[src/rtl/control_fsm_if.sv]
// control_fsm_if: run/instruction request and decoder-facing outputs of the
// control_fsm instruction sequencer, bundled so both sides share widths.
interface control_fsm_if #(
    parameter int INSTR_W = 23,
    parameter int CNT_W   = 16
);
    logic               i_run;
    logic [INSTR_W-1:0] i_instr_in;
    logic [4:0]         o_state;
    logic [INSTR_W-1:0] o_ir;
    logic               o_alu_sub;
    logic               o_busy;
    logic               o_done;
    logic               o_err;
    logic [CNT_W-1:0]   o_instr_count;

    // Requester side: issues instructions, observes the sequencer.
    modport master (
        output i_run, i_instr_in,
        input  o_state, o_ir, o_alu_sub, o_busy, o_done, o_err, o_instr_count
    );

    // Sequencer side.
    modport slave (
        input  i_run, i_instr_in,
        output o_state, o_ir, o_alu_sub, o_busy, o_done, o_err, o_instr_count
    );
endinterface

[src/rtl/control_fsm.sv]
// control_fsm: instruction sequencer for the simple CPU datapath.
// Latches an instruction on run (when idle) and steps the 5-bit control
// state through its execution cycles; state/ir feed the output decoder.
// Optional retire counter enabled by defining CONTROL_FSM_PERFCNT_EN;
// otherwise o_instr_count is tied to zero and no counter flops exist.
module control_fsm #(
    parameter int INSTR_W = 23,
    parameter int CNT_W   = 16
) (
    input  logic           i_clk,
    input  logic           i_rst,
    control_fsm_if.slave   bus
);
    // State codes are fixed: the downstream decoder depends on them.
    typedef enum logic [4:0] {
        S_IDLE    = 5'b00000,
        S_LOAD    = 5'b00001,
        S_MOV     = 5'b00010,
        S_ARITH_A = 5'b00011,
        S_ARITH_G = 5'b00100,
        S_ARITH_W = 5'b00101
    } state_t;

    localparam logic [2:0] OP_LOAD = 3'b000;
    localparam logic [2:0] OP_MOV  = 3'b001;
    localparam logic [2:0] OP_ADD  = 3'b010;
    localparam logic [2:0] OP_SUB  = 3'b011;

    state_t             r_state;
    logic [INSTR_W-1:0] r_ir;
    logic               r_alu_sub;
    logic               r_busy;
    logic               r_done;
    logic               r_err;

    state_t             w_next_state;
    logic               w_accept;
    logic               w_arith;
    logic               w_illegal;
    logic               w_done_next;
    logic [2:0]         w_opcode;

    assign w_opcode = bus.i_instr_in[INSTR_W-1:INSTR_W-3];

    // Next-state logic: acceptance/opcode branch in IDLE, fixed walk otherwise.
    always_comb begin
        w_next_state = r_state;
        w_accept     = 1'b0;
        w_arith      = 1'b0;
        w_illegal    = 1'b0;
        w_done_next  = 1'b0;
        case (r_state)
            S_IDLE: begin
                if (bus.i_run) begin
                    w_accept = 1'b1;
                    case (w_opcode)
                        OP_LOAD: w_next_state = S_LOAD;
                        OP_MOV:  w_next_state = S_MOV;
                        OP_ADD, OP_SUB: begin
                            w_next_state = S_ARITH_A;
                            w_arith      = 1'b1;
                        end
                        default: begin
                            // Illegal opcode: stay idle and flag it.
                            w_next_state = S_IDLE;
                            w_illegal    = 1'b1;
                        end
                    endcase
                end else begin
                    w_next_state = S_IDLE;
                end
            end
            S_LOAD, S_MOV: begin
                w_next_state = S_IDLE;
                w_done_next  = 1'b1;
            end
            S_ARITH_A: w_next_state = S_ARITH_G;
            S_ARITH_G: w_next_state = S_ARITH_W;
            S_ARITH_W: begin
                w_next_state = S_IDLE;
                w_done_next  = 1'b1;
            end
            default: w_next_state = S_IDLE;
        endcase
    end

    // State register plus registered busy/done/err status.
    always_ff @(posedge i_clk or posedge i_rst) begin
        if (i_rst) begin
            r_state <= S_IDLE;
            r_busy  <= 1'b0;
            r_done  <= 1'b0;
            r_err   <= 1'b0;
        end else begin
            r_state <= w_next_state;
            r_busy  <= (w_next_state != S_IDLE);
            r_done  <= w_done_next;
            r_err   <= w_illegal;
        end
    end

    // Instruction register and ALU select; both change only on acceptance.
    always_ff @(posedge i_clk or posedge i_rst) begin
        if (i_rst) begin
            r_ir      <= {INSTR_W{1'b0}};
            r_alu_sub <= 1'b0;
        end else begin
            if (w_accept) begin
                r_ir <= bus.i_instr_in;
            end
            if (w_arith) begin
                r_alu_sub <= w_opcode[0];
            end
        end
    end

`ifdef CONTROL_FSM_PERFCNT_EN
    logic [CNT_W-1:0] r_instr_count;

    // Retire counter: counts completions, wraps naturally at 2^CNT_W.
    always_ff @(posedge i_clk or posedge i_rst) begin
        if (i_rst) begin
            r_instr_count <= {CNT_W{1'b0}};
        end else if (w_done_next) begin
            r_instr_count <= r_instr_count + {{(CNT_W-1){1'b0}}, 1'b1};
        end else begin
            r_instr_count <= r_instr_count;
        end
    end

    assign bus.o_instr_count = r_instr_count;
`else
    assign bus.o_instr_count = {CNT_W{1'b0}};
`endif

    assign bus.o_state   = r_state;
    assign bus.o_ir      = r_ir;
    assign bus.o_alu_sub = r_alu_sub;
    assign bus.o_busy    = r_busy;
    assign bus.o_done    = r_done;
    assign bus.o_err     = r_err;
endmodule

[src/flat_wrapper.sv]
// flat-port wrapper written by rule: the top's interface ports become plain ports
module control_fsm_flat 
#(
    parameter int INSTR_W = 23,
    parameter int CNT_W   = 16
)
  (i_clk, i_rst, bus_i_run, bus_i_instr_in, bus_o_state, bus_o_ir, bus_o_alu_sub, bus_o_busy, bus_o_done, bus_o_err, bus_o_instr_count);
  control_fsm_if #(.INSTR_W(INSTR_W), .CNT_W(CNT_W)) bus_i ();
  input  logic i_clk;
  input  logic i_rst;
  input wire logic [$bits(bus_i.i_run)-1:0] bus_i_run;
  input wire logic [$bits(bus_i.i_instr_in)-1:0] bus_i_instr_in;
  output wire logic [$bits(bus_i.o_state)-1:0] bus_o_state;
  output wire logic [$bits(bus_i.o_ir)-1:0] bus_o_ir;
  output wire logic [$bits(bus_i.o_alu_sub)-1:0] bus_o_alu_sub;
  output wire logic [$bits(bus_i.o_busy)-1:0] bus_o_busy;
  output wire logic [$bits(bus_i.o_done)-1:0] bus_o_done;
  output wire logic [$bits(bus_i.o_err)-1:0] bus_o_err;
  output wire logic [$bits(bus_i.o_instr_count)-1:0] bus_o_instr_count;
  assign bus_i.i_run = bus_i_run;
  assign bus_i.i_instr_in = bus_i_instr_in;
  assign bus_o_state = bus_i.o_state;
  assign bus_o_ir = bus_i.o_ir;
  assign bus_o_alu_sub = bus_i.o_alu_sub;
  assign bus_o_busy = bus_i.o_busy;
  assign bus_o_done = bus_i.o_done;
  assign bus_o_err = bus_i.o_err;
  assign bus_o_instr_count = bus_i.o_instr_count;
  control_fsm #(.INSTR_W(INSTR_W), .CNT_W(CNT_W)) u_core (.i_clk(i_clk), .i_rst(i_rst), .bus(bus_i));
endmodule
[config.mk]
export PLATFORM = sky130hd
export DESIGN_NAME = control_fsm_flat
export DESIGN_NICKNAME = d
export VERILOG_FILES = /design/src/rtl/control_fsm_if.sv /design/src/rtl/control_fsm.sv /design/src/flat_wrapper.sv
export SDC_FILE = /design/constraint.sdc
export NUM_CORES = 1
export LEC_CHECK = 0
export CAP_MARGIN = 20
export CORE_MARGIN = 4
export CORE_UTILIZATION = 30
export CTS_BUF_LIST = sky130_fd_sc_hd__clkbuf_2 sky130_fd_sc_hd__clkbuf_4 sky130_fd_sc_hd__clkbuf_8
export DETAILED_ROUTE_END_ITERATION = 10
export PLACE_DENSITY = 0.65
export SLEW_MARGIN = 10
export SYNTH_ARGS = -nofsm -noshare
export SYNTH_HDL_FRONTEND = slang
export SYNTH_SLANG_ARGS = --single-unit
[constraint.sdc]
create_clock -name i_clk -period 4.5 [get_ports i_clk]
set_clock_uncertainty 0.15 [all_clocks]
set_input_delay 0.675 -clock i_clk [delete_from_list [all_inputs] [get_ports i_clk]]
set_output_delay 0.675 -clock i_clk [all_outputs]
set_load 0.02 [all_outputs]
Word level (Yosys, flattened, before mapping)
Index checks and enable logic that the tools add are counted. Widths: inputs -> output; s select.

Flip-flop bits (word level): 30. Output and inout bits: 48. Logic and storage cells: 32.

Equal/unequal tests: 8. Reductions and logical operators: 6. Muxes and demuxes: 12.

Operators with widths (number): $eq 3x2->1 const B (4); $mux 1 (9); $pmux 3 s3 (1); $eq 3x1->1 const B (2); $eq 3x3->1 const B (2); $pmux 2 s3 (1); $logic_not 5->1 (1); $reduce_bool 5->1 (1); $reduce_or 4->1 (1); $logic_not 3->1 (1); $reduce_or 3->1 (1); $mux 2 (1); $reduce_or 2->1 (1).

Logic depth before layout (Yosys ltp)
Gate-level depths: netlist of run 1.

Depth after elaboration: 6. Mapped depth: 3.

Least setup slack after synthesis of run 1
No wires, ideal clock.

Path type: input to register. Start point: in bus_i_run. End point: reg u_core.r_ir[0] (netlist: u_core.bus.o_ir[0]). Setup slack: 2.609 ns. Arrival: 1.617 ns. Stages: 3. Buffers on the path: 1. Path through: nor4b_4 > buf_6 > mux2_2.

Longest elaborated chain between the ends: 2.

RTL lines: from (decl) (RTL line flat_wrapper.sv:11) `input wire logic [$bits(bus_i.i_run)-1:0] bus_i_run;`; $mux 1 (RTL line control_fsm.sv:54) `if (bus.i_run) begin`; $mux 1 (RTL line control_fsm.sv:52) `case (r_state)`; to (signal assigned) (RTL line control_fsm.sv:105) `r_ir <= {INSTR_W{1'b0}};`; to (signal assigned) (RTL line control_fsm.sv:109) `r_ir <= bus.i_instr_in;`; to (decl) (RTL line control_fsm.sv:30) `logic [INSTR_W-1:0] r_ir;`.

No other way between the ends. A chain may end at the register's enable or synchronous reset.

Worst setup path after layout of run 1
Start point: reg u_core.r_state[1] (netlist: u_core.bus.o_state[1]). End point: out bus_o_state[1].

RTL lines: from (decl) (RTL line control_fsm.sv:29) `state_t r_state;`; from (signal assigned) (RTL line control_fsm.sv:95) `r_state <= w_next_state;`; to (decl) (RTL line flat_wrapper.sv:13) `output wire logic [$bits(bus_i.o_state)-1:0] bus_o_state;`.

No word-level cell between the ends.

==> flow_summary.yaml, run 1 <==
placement:
  post_dp_cell_area_um2: 1832
  post-dp-hpwl_mm: 2.136
  place_inst: 196
  place_congestion: 0.7088
  place_ws_ns: 2.077
  port_buffers: 55
power_and_ir_drop:
  seqPwrFrac: 0.361
  leakagePower_nw: 0.8453
  p_comb_frac: 0.453
  vdd_drop_max_mv: 0.2562
  p_sw_frac: 0.3372
  p_sw_mw: 0.4048
  p_clk_frac: 0.186
  p_per_area_nw_per_um2: 614.4
  power_mw: 1.201
  internal_power_mw: 0.7959
critical_path:
  rr_startpoint: "u_core.bus.o_state[0]"
  cp_max_fo: 7
  crit_buf_inv: 1
  cp-endpoint: "bus_o_state[1]"
  r2r-end: "u_core.bus.o_alu_sub"
  path_depth: 1
  critPathSlowestCell: "clkdlybuf4s50_1"
  cp-start-kind: "register"
  reg2reg_depth: 4
  critPathMaxStageDelay_ns: 0.66
  cp_data_required_time_ns: 3.67
  setup.worst_path.end_class: "output pin"
  crit_arrival_ns: 1.43
  startpoint: "u_core.bus.o_state[1]"
  cp_cell_sequence: "clkdlybuf4s50_1"
  r2r_slack_ns: 2.71
  worstSetupPathType: "reg2out"
  crit_family: "buffers and inverters"
timing:
  setup_viol: 0
  hold_viol: 0
  fin_crit_sh: 0.5003
  fin_crit_ns: 2.251
  holdWs_ns: 0.3522
  rsz0062_at_grt: "no"
  slew_viol_final: 0
  fmax_mhz: 444.2
  setup-tns-final_ns: 0
  setup_slack_ns: 2.249
route:
  drtPass1Iterations: 3
  drtIter0Drc: 19
  vias: 881
  wl_mm: 2.741
  antenna_left: 0
  drc: 0
  vias_per_cell: 4.298
  post_drt_wl_per_cell_um: 13.37
global_routing:
  antenna_found_initial: 0
  overflow: 0
  grt_max_degree: 31
  grtUsageTotal: 0.1115
  grt_pass1_vias: 878
  grt_pass1_wl_mm: 4.464
final_layout:
  fillers: 371
  postLayoutCellArea_um2: 1954
  drive_gt1_frac: 0.2194
  final_util: 0.4749
  num_antenna_cells: 0
  layout_common_cells: "clkdlybuf4s50_1 (55), dfrtp_1 (30), mux2_2 (22)"
  fin_nets: 180
  instances_no_fill: 205
  final_common_cell: "clkdlybuf4s50_1"
  areaGrowthSynthToFinish_pct: 49.76
clock_network:
  ctsHoldBuffers: 0
  cts_max_path_buffers: 2
  cts_htree_levels: 2
  numCtsBuffers: 5
  cts_resized: 0
  worstSkewPairLatency_ns: 0.27
  clk_pin_slew_ns: 0.06
  cts_tree: "built"
  postCtsSetupBuffers: 0
  clock_sinks: 30
  root_buffer: "clkbuf_8"
die:
  die_h_um: 73.96
  fp-row-count: 23
  coreArea_um2: 4115
  die_w_um: 73.96
  dieArea_um2: 5469
  initial_utilization: 0.3171
  io_pins: 74
synthesis:
  ys_warn_count: 0
  ys_seq_area_frac: 0.5753
  ys_types: 20
  synth_seq_cells: 30
  postSynthCellCount: 93
  syn-cell-area_um2: 1305
  postSynthAreaPerCell_um2: 14.03
run_status:
  status: "completed"
run:
  maxCapViolCount: 0
hold_path:
  hp-class: "reg2reg"
cells in the mapped netlist:
cell      number  area (um2)
dfrtp_1       30       750.7
mux2_2        22       247.7
buf_4         18       135.1
nand2_1        3       11.26
buf_6          2       22.52
mux2_1         2       22.52
nand2b_1       2       12.51
nor2_1         2       7.510
a21oi_1        1       5.000
and2_1         1       6.260
conb_1         1       3.750
inv_1          1       3.750
mux2i_1        1       10.01
nand3b_1       1       7.510
nand3b_2       1       11.26
nor2b_1        1       6.260
nor3_1         1       5.000
nor3b_1        1       7.510
nor4b_4        1       23.77
o21ai_0        1       5.000
worst reg2reg max path, cell delays in order, from the launching register on:
cell      delay [ns]
dfrtp_1         0.46
nor4b_4         0.29
buf_4           0.34
nand3b_2        0.12
mux2_1          0.31
registers in the layout, summed over array words and instances (netlist names):
register / count
u_core.bus.o_ir: 23
u_core.bus.o_alu_sub: 1
u_core.bus.o_state: 3
u_core.bus.o_err: 1
u_core.bus.o_busy: 1
u_core.bus.o_done: 1
power groups by stage:
stage                     Sequential (mW)  Combinational [mW]  Clock (mW)
after global placement              0.433               0.542           0
after global routing                0.451               0.579       0.247
after floorplan                     0.568               0.168           0
after CTS                           0.437               0.553       0.233
after detailed placement            0.441               0.551           0
final                               0.434               0.544       0.223
kinds of logic after synthesis:
group	share of synthesized area
AOI/OAI and AO/OA	0.007663
buffers and inverters	0.1237
DFF	0.5753
muxes	0.2148
other	0.002874
and+or+nand+nor	0.07575
worst min-delay path by stage:
stage                                     from                   end  slack [ns]  cells past startpoint
final                      u_core.bus.o_ir[16]   u_core.bus.o_ir[16]        0.35                      1
after detailed placement  u_core.bus.o_alu_sub  u_core.bus.o_alu_sub        0.34                      1
after CTS                   u_core.bus.o_ir[4]    u_core.bus.o_ir[4]        0.36                      1
after global placement     u_core.bus.o_ir[14]   u_core.bus.o_ir[14]        0.32                      1
after floorplan            u_core.bus.o_ir[14]   u_core.bus.o_ir[14]        0.46                      1
after global routing       u_core.bus.o_ir[16]   u_core.bus.o_ir[16]        0.37                      1
routing by layer:
metal | global-route usage | vias to the layer above | part of all wire
li1 | - | 400 | -
met1 | 0.1221 | 433 | 0.34
met2 | 0.1841 | 44 | 0.55
met3 | 0.04595 | 4 | 0.093
met4 | 0.06036 | 0 | 0.019
met5 | 0 | - | 0
area by class of cell:
| type | instances | area (um2) | area share |
|---|---|---|---|
| tap | 50 | 62.56 | 0.03201 |
| sequential | 30 | 750.7 | 0.3841 |
| multi-input combinational | 59 | 456.7 | 0.2337 |
| clock buffer | 7 | 90.09 | 0.04609 |
| timing repair buffer | 57 | 585.6 | 0.2996 |
| inverter | 1 | 3.754 | 0.001921 |
| clock inverter | 1 | 5.005 | 0.002561 |
(Power assumes the default switching activity.)
==> run 2: changes to the inputs <==
==> constraint.sdc (replaced) <==
create_clock -name i_clk -period 2.3 [get_ports i_clk]
set_clock_uncertainty 0.15 [all_clocks]
set_input_delay 0.345 -clock i_clk [delete_from_list [all_inputs] [get_ports i_clk]]
set_output_delay 0.345 -clock i_clk [all_outputs]
set_load 0.02 [all_outputs]
==> run 2 against run 1 <==
Die area stayed put. Clock-buffer cell count is the same. Via count down 1.7%. Highest routed layer unchanged. Critical endpoint unchanged.
==> flow_summary.yaml, run 2 (same netlist as run 1, synthesis figures left out) <==
critical_path:
  critPathSlowestCell: "clkdlybuf4s50_1"
  cp_data_required_time_ns: 1.80
  critPathMaxStageDelay_ns: 0.66
  rr_startpoint: "u_core.bus.o_state[0]"
  crit_arrival_ns: 1.42
  crit_family: "buffers and inverters"
  r2r-end: "u_core.bus.o_alu_sub"
  worstSetupPathType: "reg2out"
  crit_buf_inv: 1
  cp-start-kind: "register"
  cp_cell_sequence: "clkdlybuf4s50_1"
  cp_max_fo: 7
  reg2reg_depth: 4
  r2r_slack_ns: 0.59
  setup.worst_path.end_class: "output pin"
route:
  drtIter0Drc: 32
  antenna_left: 0
  wl_mm: 2.692
  drc: 0
  drtPass1Iterations: 4
  vias: 866
  post_drt_wl_per_cell_um: 13.13
  vias_per_cell: 4.224
die:
  fp-row-count: 23
  initial_utilization: 0.3171
  die_w_um: 73.96
  dieArea_um2: 5469
  coreArea_um2: 4115
  die_h_um: 73.96
  io_pins: 74
final_layout:
  num_antenna_cells: 0
  final_common_cell: "clkdlybuf4s50_1"
  drive_gt1_frac: 0.2194
  areaGrowthSynthToFinish_pct: 49.19
  layout_common_cells: "clkdlybuf4s50_1 (55), dfrtp_1 (30), mux2_2 (22)"
  fillers: 379
  largest_register_ffs: 23
  fin_nets: 180
  final_util: 0.4731
  postLayoutCellArea_um2: 1947
timing:
  slew_viol_final: 0
  hold_viol: 0
  fin_crit_ns: 1.914
  fmax_mhz: 522.4
  holdWs_ns: 0.2971
  setup_viol: 0
  fin_crit_sh: 0.8323
  rsz0062_at_grt: "no"
  setup-tns-final_ns: 0
run:
  maxCapViolCount: 0
clock_network:
  cts_tree: "built"
  root_buffer: "clkbuf_8"
  postCtsSetupBuffers: 0
  numCtsBuffers: 5
  cts_htree_levels: 2
  ctsHoldBuffers: 0
  clock_sinks: 30
  cts_max_path_buffers: 2
  cts_resized: 0
  clk_pin_slew_ns: 0.06
  worstSkewPairLatency_ns: 0.27
power_and_ir_drop:
  p_sw_frac: 0.3335
  seqPwrFrac: 0.361
  p_per_area_nw_per_um2: 1207
  internal_power_mw: 1.566
  p_clk_frac: 0.180
  p_sw_mw: 0.7836
  vdd_drop_max_mv: 0.5819
  leakagePower_nw: 0.8452
  p_comb_frac: 0.458
placement:
  post-dp-hpwl_mm: 2.121
  place_congestion: 0.7036
  port_buffers: 55
  post_dp_cell_area_um2: 1852
global_routing:
  grtUsageTotal: 0.1064
  grt_pass1_wl_mm: 4.271
  antenna_found_initial: 0
  grt_max_degree: 31
  grt_pass1_vias: 917
  overflow: 0
run_status:
  status: "completed"
hold_path:
  hp-class: "in2async"
[run 2: layout make-up]
| type | count | area, um2 | share of cell area |
|---|---|---|---|
| clock inverters | 1 | 5.005 | 0.002571 |
| clock buffers | 7 | 90.09 | 0.04627 |
| inverters | 1 | 3.754 | 0.001928 |
| flip-flops and latches | 30 | 750.7 | 0.3856 |
| multi-input cells | 59 | 456.7 | 0.2346 |
| repair buffers | 57 | 578.1 | 0.2969 |
| well taps | 50 | 62.56 | 0.03213 |
[run 2: worst max-delay path by stage]
| stage | from | end | slack [ns] | depth (start not counted) |
|---|---|---|---|---|
| 2_1_floorplan | u_core.bus.o_state[0] | u_core.bus.o_ir[0] | 0.45 | 3 |
| 3_3_place_gp | bus_i_run | u_core.bus.o_alu_sub | 0.36 | 5 |
| 3_5_place_dp | bus_i_run | u_core.bus.o_alu_sub | 0.32 | 5 |
| 4_1_cts | u_core.bus.o_state[1] | bus_o_state[1] | 0.37 | 1 |
| 5_1_grt | u_core.bus.o_state[0] | bus_o_state[0] | 0.32 | 1 |
| 6_report | u_core.bus.o_state[1] | bus_o_state[1] | 0.39 | 1 |
[run 2: power groups by stage]
stage / clock (mW) / sequential [mW] / combinational [mW]
4_1_cts: 0.447 / 0.855 / 1.10
2_1_floorplan: 0 / 1.11 / 0.329
3_3_place_gp: 0 / 0.848 / 1.08
5_1_grt: 0.472 / 0.880 / 1.14
3_5_place_dp: 0 / 0.865 / 1.10
6_report: 0.424 / 0.849 / 1.08
[run 2: through the flow]
stage,cells,power (mW),worst slack [ns]
2_1_floorplan,110,1.439,0.4459
3_3_place_gp,197,1.923,0.3569
3_5_place_dp,197,1.960,0.3224
4_1_cts,205,2.401,0.3702
5_1_grt,205,2.496,0.3246
6_report,205,2.349,0.3856
[run 2: per-layer routing]
layer	global-route usage	vias up	wire (um)
li1	-	397	-
met1	0.1091	420	918
met2	0.1870	45	1470
met3	0.03378	4	248
met4	0.06640	0	55
met5	0	-	0
==> run 3: changes to the inputs <==
--- a/config.mk
+++ b/config.mk
@@ -10,7 +10,7 @@
 export CORE_UTILIZATION = 30
 export CTS_BUF_LIST = sky130_fd_sc_hd__clkbuf_2 sky130_fd_sc_hd__clkbuf_4 sky130_fd_sc_hd__clkbuf_8
 export DETAILED_ROUTE_END_ITERATION = 10
-export PLACE_DENSITY = 0.65
+export PLACE_DENSITY = 0.68
 export SLEW_MARGIN = 10
 export SYNTH_ARGS = -nofsm -noshare
 export SYNTH_HDL_FRONTEND = slang
==> constraint.sdc (replaced) <==
create_clock -name i_clk -period 1.7 [get_ports i_clk]
set_clock_uncertainty 0.15 [all_clocks]
set_input_delay 0.255 -clock i_clk [delete_from_list [all_inputs] [get_ports i_clk]]
set_output_delay 0.255 -clock i_clk [all_outputs]
set_load 0.02 [all_outputs]
==> run 3 against run 2 <==
Global-route usage about the same. Critical path depth unchanged. Flip-flop and latch count unchanged. Clock power increased by 34%. Routed wire length increased by 9.6%. Cell area increased by 3.3%. First-iteration DRC count decreased by 50%. Register-to-register slack got worse by 0.55 ns.
==> flow_summary.yaml, run 3 (same netlist as run 1, synthesis figures left out) <==
final_layout:
  areaGrowthSynthToFinish_pct: 54.17
  num_antenna_cells: 0
  layout_common_cells: "clkdlybuf4s50_1 (52), dfrtp_1 (28), mux2_2 (21)"
  postLayoutCellArea_um2: 2012
  largest_register_ffs: 23
  ff_latch_area_um2: 753.2
  instances_no_fill: 211
  multi_input_area_um2: 464.2
  fillers: 387
  final_util: 0.4889
  fin_nets: 186
  final_common_cell: "clkdlybuf4s50_1"
  drive_gt1_frac: 0.2671
route:
  drtPass1Iterations: 3
  drc: 0
  wl_mm: 2.950
  vias: 897
  post_drt_wl_per_cell_um: 13.98
  vias_per_cell: 4.251
  drtIter0Drc: 16
  antenna_left: 0
global_routing:
  grt_max_degree: 31
  antenna_found_initial: 0
  grt_pass1_vias: 948
  grtUsageTotal: 0.1060
  overflow: 0
  grt_pass1_wl_mm: 4.381
placement:
  place_inst: 201
  place_ws_ns: -0.2175
  post-dp-hpwl_mm: 2.215
  post_dp_cell_area_um2: 1888
  place_congestion: 0.6813
  port_buffers: 55
timing:
  fin_crit_ns: 1.656
  setup_viol: 0
  holdWs_ns: 0.2222
  setup_slack_ns: 0.04356
  slew_viol_final: 0
  hold_viol: 0
  fin_crit_sh: 0.9744
  setup-tns-final_ns: 0
  fmax_mhz: 603.7
critical_path:
  cp-start-kind: "register"
  critPathMaxStageDelay_ns: 0.62
  critPathSlowestCell: "clkdlybuf4s50_1"
  cp_data_required_time_ns: 1.29
  setup.worst_path.end_class: "output pin"
  crit_family: "buffers and inverters"
  cp_max_fo: 2
  worstSetupPathType: "reg2out"
  cp_cell_sequence: "clkdlybuf4s50_1"
  crit_buf_inv: 1
  crit_arrival_ns: 1.25
die:
  dieArea_um2: 5469
  die_w_um: 73.96
  fp-row-count: 23
  io_pins: 74
  initial_utilization: 0.3171
  coreArea_um2: 4115
  die_h_um: 73.96
run:
  maxCapViolCount: 0
power_and_ir_drop:
  leakagePower_nw: 0.8987
  power_mw: 3.260
  p_per_area_nw_per_um2: 1620
  vdd_drop_max_mv: 0.4938
clock_network:
  clock_sinks: 30
  cts_tree: "built"
  cts_max_path_buffers: 2
  clk_pin_slew_ns: 0.06
  numCtsBuffers: 5
  cts_htree_levels: 2
  worstSkewPairLatency_ns: 0.27
  root_buffer: "clkbuf_8"
run_status:
  status: "completed"
hold_path:
  hp-class: "in2async"
## run 3: cell types whose count changed in the layout (fill, tap and decap cells not counted), sizes merged
| cell | change |
|---|---|
| dlygate4sd2 | +3 |
| clkinv | -1 |
| clkdlybuf4s50 | -3 |
| clkbuf | +2 |
| buf | +5 |
## run 3: area by class of cell
class,instances,area share
well taps,50,0.03109
multi-input cells,59,0.2307
clock buffers,8,0.04540
repair buffers,63,0.3165
flip-flops and latches,30,0.3744
inverters,1,0.001866
## run 3: path summary, 6_finish.rpt
check / depth (start not counted) / to / from / slack (ns)
setup / recovery: 1 / bus_o_ir[13] / u_core.bus.o_ir[13] / 0.04
setup reg to reg: 5 / u_core.bus.o_alu_sub / u_core.bus.o_state[1] / 0.04
min in group i_clk: 1 / u_core.bus.o_ir[14] / u_core.bus.o_ir[14] / 0.35
hold reg to reg: 1 / u_core.bus.o_ir[14] / u_core.bus.o_ir[14] / 0.35
max in group asynchronous: 3 / u_core.bus.o_state[2] / i_rst / 0.88
hold / removal: 3 / u_core.bus.o_alu_sub / i_rst / 0.22
## run 3: routing by layer
| layer | track usage | vias up | part of all wire |
|---|---|---|---|
| met3 | 0.01892 | 5 | 0.053 |
| met5 | 0 | - | 0 |
| met2 | 0.2057 | 35 | 0.58 |
| met4 | 0.06036 | 0 | 0.019 |
| met1 | 0.1036 | 446 | 0.35 |
| li1 | - | 411 | - |
## run 3: timing repair
| item | CTS | global route |
|---|---|---|
| pin swaps | 0 | 1 |
| buffers inserted | 0 | 1 |
| gates resized for setup | 3 | 1 |
| hold buffers | 0 | 0 |
| setup endpoints to repair | 3 | 1 |
| cloned | 0 | 1 |
## run 3: where the power goes
group | leakage, nW | switching (mW) | internal, mW
logic | 0.493 | 0.712 | 0.843
clock network | 0.0498 | 0.230 | 0.338
registers | 0.356 | 0.142 | 0.995
total | 0.899 | 1.08 | 2.18
## run 3: worst min-delay path, cell delays in order
cell	delay, ns
clkdlybuf4s50_1	0.40
inv_1	0.05
buf_4	0.35
